File: config.mk
export PLATFORM = sky130hd
export DESIGN_NAME = spi_slave_counter_rx
export DESIGN_NICKNAME = d
export VERILOG_FILES = /design/src/rtl/spi_slave_counter_rx.sv
export SDC_FILE = /design/constraint.sdc
export NUM_CORES = 1
export LEC_CHECK = 0
export ABC_AREA = 1
export ABC_CLOCK_PERIOD_IN_PS = 4800
export CORE_ASPECT_RATIO = 1.4
export CORE_MARGIN = 10
export CORE_UTILIZATION = 60
export CTS_CLUSTER_DIAMETER = 100
export DETAILED_ROUTE_END_ITERATION = 6
export GPL_ROUTABILITY_DRIVEN = 0
export PLACE_DENSITY = 0.84
export SLEW_MARGIN = 20
export SYNTH_ARGS = -nofsm -noshare
export SYNTH_HDL_FRONTEND = slang
export SYNTH_SLANG_ARGS = --single-unit
File: constraint.sdc
create_clock -name clk -period 4.8 [get_ports clk]
set_clock_uncertainty 0.1 [all_clocks]
set_input_delay 0.96 -clock clk [delete_from_list [all_inputs] [get_ports clk]]
set_output_delay 0.96 -clock clk [all_outputs]
set_load 0.01 [all_outputs]
File: src/rtl/spi_slave_counter_rx.sv
// SPI mode-0 slave that reassembles 2-byte counter frames {2'b00,cnt[13:8]},{cnt[7:0]}.
// Byte alignment is recovered by an idle timeout because the master holds ss low.
module spi_slave_counter_rx #(
  parameter int TIMEOUT_CYCLES = 10000
) (
  input  logic        clk,
  input  logic        reset,
  input  logic        sclk,
  input  logic        mosi,
  input  logic        ss,
  output logic        miso,
  output logic [13:0] o_counter,
  output logic        o_valid,
  output logic        o_err,
  output logic [7:0]  o_frame_cnt
);

  localparam int TW = (TIMEOUT_CYCLES > 1) ? $clog2(TIMEOUT_CYCLES) : 1;

  typedef enum logic {RX_HIGH, RX_LOW} state_t;

  logic        sclk_q1, sclk_s_q, sclk_d_q;
  logic        mosi_q1, mosi_s_q;
  logic        ss_q1, ss_s_q;

  state_t      state_q, state_d;
  logic [2:0]  bit_cnt_q, bit_cnt_d;
  logic [7:0]  shift_q, shift_d;
  logic [7:0]  high_q, high_d;
  logic [TW-1:0] to_cnt_q, to_cnt_d;
  logic [13:0] counter_q, counter_d;
  logic [7:0]  frame_cnt_q, frame_cnt_d;
  logic        valid_q, valid_d;
  logic        err_q, err_d;

  logic        sclk_rise;
  logic [7:0]  byte_w;

  // ss resets high so nothing is accepted until the synchronized select is seen low
  always_ff @(posedge clk or posedge reset) begin
    if (reset) begin
      sclk_q1  <= 1'b0;
      sclk_s_q <= 1'b0;
      sclk_d_q <= 1'b0;
      mosi_q1  <= 1'b0;
      mosi_s_q <= 1'b0;
      ss_q1    <= 1'b1;
      ss_s_q   <= 1'b1;
    end else begin
      sclk_q1  <= sclk;
      sclk_s_q <= sclk_q1;
      sclk_d_q <= sclk_s_q;
      mosi_q1  <= mosi;
      mosi_s_q <= mosi_q1;
      ss_q1    <= ss;
      ss_s_q   <= ss_q1;
    end
  end

  assign sclk_rise = sclk_s_q & ~sclk_d_q;
  assign byte_w    = {shift_q[6:0], mosi_s_q};

  always_comb begin
    state_d     = state_q;
    bit_cnt_d   = bit_cnt_q;
    shift_d     = shift_q;
    high_d      = high_q;
    to_cnt_d    = to_cnt_q;
    counter_d   = counter_q;
    frame_cnt_d = frame_cnt_q;
    valid_d     = 1'b0;
    err_d       = 1'b0;

    if (ss_s_q) begin
      bit_cnt_d = 3'd0;
      state_d   = RX_HIGH;
      to_cnt_d  = '0;
    end else if (sclk_rise) begin
      // an edge always wins over a timeout landing in the same cycle
      shift_d  = byte_w;
      to_cnt_d = '0;
      if (bit_cnt_q == 3'd7) begin
        bit_cnt_d = 3'd0;
        case (state_q)
          RX_HIGH: begin
            high_d  = byte_w;
            state_d = RX_LOW;
          end
          default: begin
            if (high_q[7:6] == 2'b00) begin
              counter_d   = {high_q[5:0], byte_w};
              frame_cnt_d = frame_cnt_q + 8'd1;
              valid_d     = 1'b1;
            end else begin
              err_d = 1'b1;
            end
            state_d = RX_HIGH;
          end
        endcase
      end else begin
        bit_cnt_d = bit_cnt_q + 3'd1;
      end
    end else if (bit_cnt_q != 3'd0 || state_q == RX_LOW) begin
      if (to_cnt_q == TW'(TIMEOUT_CYCLES - 1)) begin
        bit_cnt_d = 3'd0;
        state_d   = RX_HIGH;
        to_cnt_d  = '0;
        err_d     = 1'b1;
      end else begin
        to_cnt_d = to_cnt_q + TW'(1);
      end
    end else begin
      to_cnt_d = '0;
    end
  end

  always_ff @(posedge clk or posedge reset) begin
    if (reset) begin
      state_q     <= RX_HIGH;
      bit_cnt_q   <= 3'd0;
      shift_q     <= 8'd0;
      high_q      <= 8'd0;
      to_cnt_q    <= '0;
      counter_q   <= 14'd0;
      frame_cnt_q <= 8'd0;
      valid_q     <= 1'b0;
      err_q       <= 1'b0;
    end else begin
      state_q     <= state_d;
      bit_cnt_q   <= bit_cnt_d;
      shift_q     <= shift_d;
      high_q      <= high_d;
      to_cnt_q    <= to_cnt_d;
      counter_q   <= counter_d;
      frame_cnt_q <= frame_cnt_d;
      valid_q     <= valid_d;
      err_q       <= err_d;
    end
  end

  assign miso        = 1'b0;
  assign o_counter   = counter_q;
  assign o_valid     = valid_q;
  assign o_err       = err_q;
  assign o_frame_cnt = frame_cnt_q;

endmodule

==> insert_results.sql <==
INSERT INTO impl_metrics (metric_group, metric, value, unit) VALUES
('run_status', 'run_status', 'finished clean', ''),
('logic_synthesis', 'synth.cell_area', '0.00280', 'mm^2'),
('min_path', 'hold-path-cell-count', '0', ''),
('clock_tree', 'cts-resized-gates', '0', ''),
('die', 'die_x', '77.8', 'um'),
('logic_synthesis', 'syn_inst', '313', ''),
('grt', 'maximum_number_of_pins_on_one_net_before_global_route_repair', '42', ''),
('die', 'starting_density_of_the_core', '61.8', '%'),
('timing', 'worst-slew-pin-transition', '0.801', 'ns'),
('timing', 'timing.max_slew.rel_slack', '46.5', '%'),
('pwr', 'totalPowerFinal', '0.00115', 'W'),
('min_path', 'hold_class', 'register to register', ''),
('clock_tree', 'worst_skew_pair.late_latency', '0.34', 'ns'),
('clock_tree', 'ctsRootBufferMaster', 'clkbuf_8', ''),
('layout', 'flow.area_growth_from_synthesis', '19.2', '%'),
('die', 'die_ar', '0.00784', 'mm^2'),
('clock_tree', 'tritoncts_clock_tree', 'yes', ''),
('die', 'dieHeight', '101', 'um'),
('logic_synthesis', 'synth-seq-cells', '64', ''),
('timing', 'rsz_0062_raised_after_global_routing', 'no', ''),
('die', 'coreArea', '0.00454', 'mm^2'),
('grt', 'first_global_vias', '2091', ''),
('timing', 'setup-violations-final', '0', ''),
('grt', 'grt-ovfl-total', '0', ''),
('die', 'core.rowCount', '29', ''),
('timing', 'min_period', '2.44', 'ns'),
('drt', 'detail_route.vias_per_cell', '4.95', ''),
('setup_path', 'crit_family', 'buffers and inverters', ''),
('logic_synthesis', 'yosysSeqAreaShare', '57.2', '%'),
('setup_path', 'ff_to_ff_end', 'o_frame_cnt[6]', ''),
('timing', 'totalNegativeSetupSlack', '0', 'ns'),
('setup_path', 'critPathKind', 'register to output pin', ''),
('setup_path', 'crit_path_end_kind', 'output pin', ''),
('logic_synthesis', 'yosys_warnings', '0', ''),
('layout', 'layout-drive-gt1-share', '7.98', '%'),
('min_path', 'worst_min_path_start', 'sclk_q1', ''),
('logic_synthesis', 'synth_ff_type', 'dfrtp_1', ''),
('drt', 'drt-pass1-iter-count', '4', ''),
('drt', 'wl_per_cell', '12.1', 'um'),
('drt', 'drt_wl_total', '4990', 'um'),
('clock_tree', 'numClockSinks', '64', ''),
('drt', 'num_vias', '2044', ''),
('grt', 'grt_pass1_wl', '8910', 'um'),
('setup_path', 'reg2regPathDepth', '8', ''),
('setup_path', 'worst_path_largest_cell_delay', '0.59', 'ns'),
('logic_synthesis', 'async_reset_ff_share', '100', '%'),
('setup_path', 'worst_r2r_startpoint', 'bit_cnt_q[0]', ''),
('timing', 'timing_max_transition_violations_final', '0', ''),
('clock_tree', 'htreeDepth', '3', ''),
('setup_path', 'crit_path_start_kind', 'register', ''),
('clock_tree', 'clk_path_buf_depth', '2', ''),
('setup_path', 'worst-endpoint-arrival', '1.38', 'ns'),
('clock_tree', 'cts_hold_buf', '0', ''),
('setup_path', 'critical_path.cell_chain', 'clkdlybuf4s50_1', ''),
('clock_tree', 'numCtsBuffers', '9', ''),
('logic_synthesis', 'syn-mean-instance-area', '8.95', 'um^2'),
('run', 'drv_cap', '0', ''),
('drt', 'drt-initial-drc-count', '129', ''),
('place', 'buffer_ports.inserted', '28', ''),
('setup_path', 'worst_ep_required_time', '3.74', 'ns'),
('grt', 'number_of_antenna_violations_at_the_first_check_in_global_routing', '0', ''),
('pwr', 'power.density_cell_area', '344', 'mW/mm^2'),
('pwr', 'p_leak', '1.59', 'nW'),
('logic_synthesis', 'synth-edff-count', '0', ''),
('setup_path', 'crit_path_top_delay_cell', 'clkdlybuf4s50_1', ''),
('pwr', 'peakVddDrop', '317', 'uV'),
('grt', 'gr-usage-all-layers', '14.0', '%'),
('setup_path', 'reg2reg_slack', '2.76', 'ns'),
('setup_path', 'cp.buffers_inverters', '1', ''),
('die', 'top_level_ports', '30', ''),
('clock_tree', 'clk_pin_slew_worst_paths', '0.07', 'ns'),
('layout', 'design.final.nets', '357', ''),
('setup_path', 'critical_path.max_fanout', '6', ''),
('place', 'dp_hpwl', '3540', 'um'),
('clock_tree', 'cts_setup_buffers', '0', ''),
('timing', 'hold_viol', '0', ''),
('timing', 'period_share', '50.9', '%'),
('logic_synthesis', 'mapped_nets', '324', ''),
('logic_synthesis', 'netlist-cell-type-count', '28', ''),
('drt', 'final_antenna_net_count', '0', ''),
('layout', 'diodes', '0', ''),
('timing', 'clock.fmax', '0.409', 'GHz'),
('drt', 'post-route-drc-count', '0', ''),
('min_path', 'hold-path-endpoint', 'sclk_s_q', '');
placed cells by master, fill, tap and decap left out:
| cell type | netlist | final |
|---|---|---|
| nand2_4 | 1 | 1 |
| nor3b_1 | 1 | 1 |
| buf_4 | 2 | 1 |
| nand3_4 | 1 | 1 |
| nand2_2 | 1 | 1 |
| clkinvlp_4 | 0 | 1 |
| dfrtp_1 | 62 | 62 |
| o2111ai_1 | 1 | 1 |
| nand4_1 | 3 | 3 |
| inv_1 | 34 | 33 |
| o21ai_0 | 28 | 28 |
| clkinv_4 | 0 | 1 |
| nor2_1 | 31 | 31 |
| conb_1 | 1 | 1 |
| nand3_1 | 8 | 8 |
| dfstp_2 | 2 | 2 |
| clkdlybuf4s50_1 | 0 | 28 |
| xnor2_1 | 3 | 3 |
| nor3_1 | 4 | 4 |
| o21ai_2 | 1 | 1 |
| nor3_4 | 1 | 1 |
| clkbuf_8 | 0 | 11 |
| inv_2 | 2 | 3 |
| clkbuf_1 | 1 | 1 |
| ha_1 | 6 | 6 |
| nor2_4 | 2 | 2 |
| o21ai_1 | 1 | 1 |
| nand2_1 | 103 | 103 |
| bufinv_16 | 0 | 2 |
| xor2_1 | 8 | 8 |
| a21oi_1 | 1 | 1 |
worst max-delay path by stage:
stage                     endpoint  cells past startpoint      startpoint
floorplan             bit_cnt_q[0]                      1           reset
global placement      o_counter[3]                      3           reset
detailed placement   o_counter[12]                      3           reset
CTS                 o_frame_cnt[4]                      1  o_frame_cnt[4]
global route        o_frame_cnt[4]                      1  o_frame_cnt[4]
finish              o_frame_cnt[4]                      1  o_frame_cnt[4]
stage by stage:
step	util [%]	setup slack [ns]	instance area, um^2	hold slack [ns]	instances
finish	73.7	2.36	3340	0.248	413
floorplan	-	2.15	2800	0.231	313
CTS	73.7	2.35	3340	0.250	413
detailed placement	68.6	2.38	3110	0.235	397
global route	73.7	2.32	3340	0.259	413
global placement	68.6	2.39	3110	0.233	397
kinds of logic after synthesis:
logic type / count (synthesis) / synth area share [%]
buffers and inverters: 43 / 6.87
and+or+nand+nor: 156 / 23.7
xor gates and xnor gates: 11 / 3.44
DFF: 64 / 57.2
adders and majority gates: 6 / 2.68
AOI/OAI and AO/OA: 32 / 5.98
other: 1 / 0.134
cell usage after synthesis (2+ instances only):
| master | count | area [um^2] |
|---|---|---|
| nand2_1 | 103 | 387 |
| dfrtp_1 | 62 | 1550 |
| inv_1 | 34 | 128 |
| nor2_1 | 31 | 116 |
| o21ai_0 | 28 | 140 |
| nand3_1 | 8 | 40.0 |
| xor2_1 | 8 | 70.1 |
| ha_1 | 6 | 75.1 |
| nor3_1 | 4 | 20.0 |
| buf_6 | 3 | 33.8 |
| nand4_1 | 3 | 18.8 |
| xnor2_1 | 3 | 26.3 |
| buf_4 | 2 | 15.0 |
| dfstp_2 | 2 | 52.6 |
| inv_2 | 2 | 7.51 |
| nor2_4 | 2 | 22.5 |
sequential cells by signal, summed over array words and instances (netlist names), 3 cells and up:
| signal | count |
|---|---|
| o_counter | 14 |
| to_cnt_q | 14 |
| high_q | 8 |
| o_frame_cnt | 8 |
| shift_q | 7 |
| bit_cnt_q | 3 |
area by class of cell:
| cell class | instances | area, um^2 |
|---|---|---|
| Clock buffer | 12 | 155 |
| Sequential cell | 64 | 1600 |
| Timing Repair Buffer | 29 | 288 |
| Inverter | 36 | 135 |
| Clock inverter | 4 | 76.3 |
| Tap cell | 62 | 77.6 |
| Multi-Input combinational cell | 206 | 1010 |
| Fill cell | 325 | 1190 |
where the power goes:
| group | leakage (nW) | switching, W | total, W | internal, W |
|---|---|---|---|---|
| clock network | 0.113 | 0.000201 | 0.000522 | 0.000322 |
| logic | 0.608 | 0.0000405 | 0.0000576 | 0.0000170 |
| registers | 0.869 | 0.0000104 | 0.000569 | 0.000558 |
| total | 1.59 | 0.000252 | 0.00115 | 0.000897 |
per-layer routing:
metal / global-route usage [%] / vias to the layer above / routed length (um)
met5: 0 / - / 0
met4: 9.15 / 0 / 133
met2: 22.8 / 49 / 2440
met1: 15.2 / 952 / 2110
met3: 4.91 / 14 / 299
li1: - / 1029 / -
No activity file was read; power rests on OpenSTA's default activity.
==> patch, RTL diff (same flow settings) <==
Change the parameter `TIMEOUT_CYCLES` from 10000 to 5000.
--- a/src/rtl/spi_slave_counter_rx.sv
+++ b/src/rtl/spi_slave_counter_rx.sv
@@ -2,5 +2,5 @@
 // Byte alignment is recovered by an idle timeout because the master holds ss low.
 module spi_slave_counter_rx #(
-  parameter int TIMEOUT_CYCLES = 10000
+  parameter int TIMEOUT_CYCLES = 5000
 ) (
   input  logic        clk,
Check against the original RTL: no difference found for any inputs over 10 cycles, from zero or initial values and one cycle with reset high; that may be too few to reach the edited logic, so the function may still have changed.
==> patch against the original RTL <==
- wire length rose by 0.34%
- sequential share of layout area rose by 0.12 points
- sequential cell count fell by 1
- power fell by 5.0%
- worst setup slack improved by 0.028 ns
- synthesized area fell by 2.1%
- die area fell by 1.6%
- design area fell by 1.8%
- maximum frequency rose by 1.2%
- sequential power fell by 2%
- critical endpoint is now o_frame_cnt[2]
- largest cell class unchanged
- largest power group unchanged
==> patch: results (changes against the original RTL) <==
[run_status]
status = completed

[timing]
fmax_mhz = 414.2  ; +1.2%
hold_ws_ns = 0.2558  ; +0.007512 ns
tightestPinTransition_ns = 0.8465  ; +0.04504 ns

[grt]
grt_use_met1_pct = 14.37  ; -0.81 points
use_met3_pct = 5.098  ; +0.19 points
grt_pass1_vias = 2001  ; -4.3%
gr-usage-met2_pct = 24.06  ; +1.2 points
grt_use_total_pct = 13.75  ; -0.29 points
grt_pass1_wl_um = 8707  ; -2.3%
grt_max_degree = 43  ; +2.4%

[yosys]
synthTopCellsByArea = dfrtp_1 (56%), nand2_1 (12%), inv_1 (5.7%)
syn-num-nets = 320  ; -1.2%
synthXorXnorAreaFrac_pct = 2.871  ; -0.57 points
synth_commonest_cells = nand2_1 (89), dfrtp_1 (61), inv_1 (42), o21ai_0 (27), nor2_1 (22)
synth_compound_area_share_pct = 5.515  ; -0.47 points
synth-seq-area-share_pct = 57.52  ; +0.29 points
synthDistinctLibCells = 27  ; -3.6%
yosysWarnings = 0  ; unchanged
synth-adder-area-share_pct = 2.279  ; -0.40 points

[setup_path]
r2r-end = o_frame_cnt[3]$_DFFE_PP0P_
r2r_cells = 9  ; +1
crit_start = o_frame_cnt[2]$_DFFE_PP0P_
cp-endpoint = o_frame_cnt[2]
r2r_setup_slack_ns = 2.81  ; +0.05 ns

[drt]
drtIter0Drc = 130  ; +0.78%
routed_wl_um = 5003  ; +0.34%
dr_wl_met2_um = 2587  ; +5.9%
first_pass_iters = 4  ; unchanged
wirelength_met1_um = 2021  ; -4.1%
viasPerCell = 4.993  ; +0.88%
routed-wl-met3_um = 306  ; +2.3%

[worst_hold_path]
hold_end = mosi_s_q$_DFF_PP0_
worstHoldStart = mosi_q1$_DFF_PP0_

[placement]
pre_cts_ws_ns = 2.318  ; -0.06208 ns
postPlaceCellArea_mm2 = 0.003070  ; -1.3%

[pwr]
power_leakage_nw = 1.537  ; -3.3%
peakVddDrop_mv = 0.2547  ; -20%

[final_layout]
fin_nets = 354  ; -0.84%
drive_gt1_share_pct = 7.736  ; -0.24 points

[clock_network]
root_buffer = clkbuf_8

-- patch: cell types whose count changed after synthesis, moves of 2 or more --
cell / change
inv_1: +8
nand4_1: +5
nand2_1: -14
xor2_1: -3
nor3_2: +2
inv_2: -2
nand3_1: +10
nor2_1: -9
nor3_1: +4
-- patch: power by group --
| group | total (W) | internal [W] | switching, W |
|---|---|---|---|
| sequential | 0.000557 | 0.000549 | 0.00000827 |
| clock | 0.000485 | 0.000291 | 0.000194 |
| combinational | 0.0000494 | 0.0000148 | 0.0000346 |
-- patch: stage by stage --
stage	total power (W)	cells
global placement	0.0006145	395
CTS	0.001103	411
detailed placement	0.0006171	395
finish	0.001091	411
floorplan	0.0006016	310
global route	0.001138	411
-- patch: layout make-up --
type	count	area, um^2
clock buffer	10	127.6
clock inverter	6	83.83
fill	367	1217
inverter	43	162.7
multi-input combinational	197	955.9
sequential	63	1579
tap	62	77.57
timing repair buffer	30	295.3
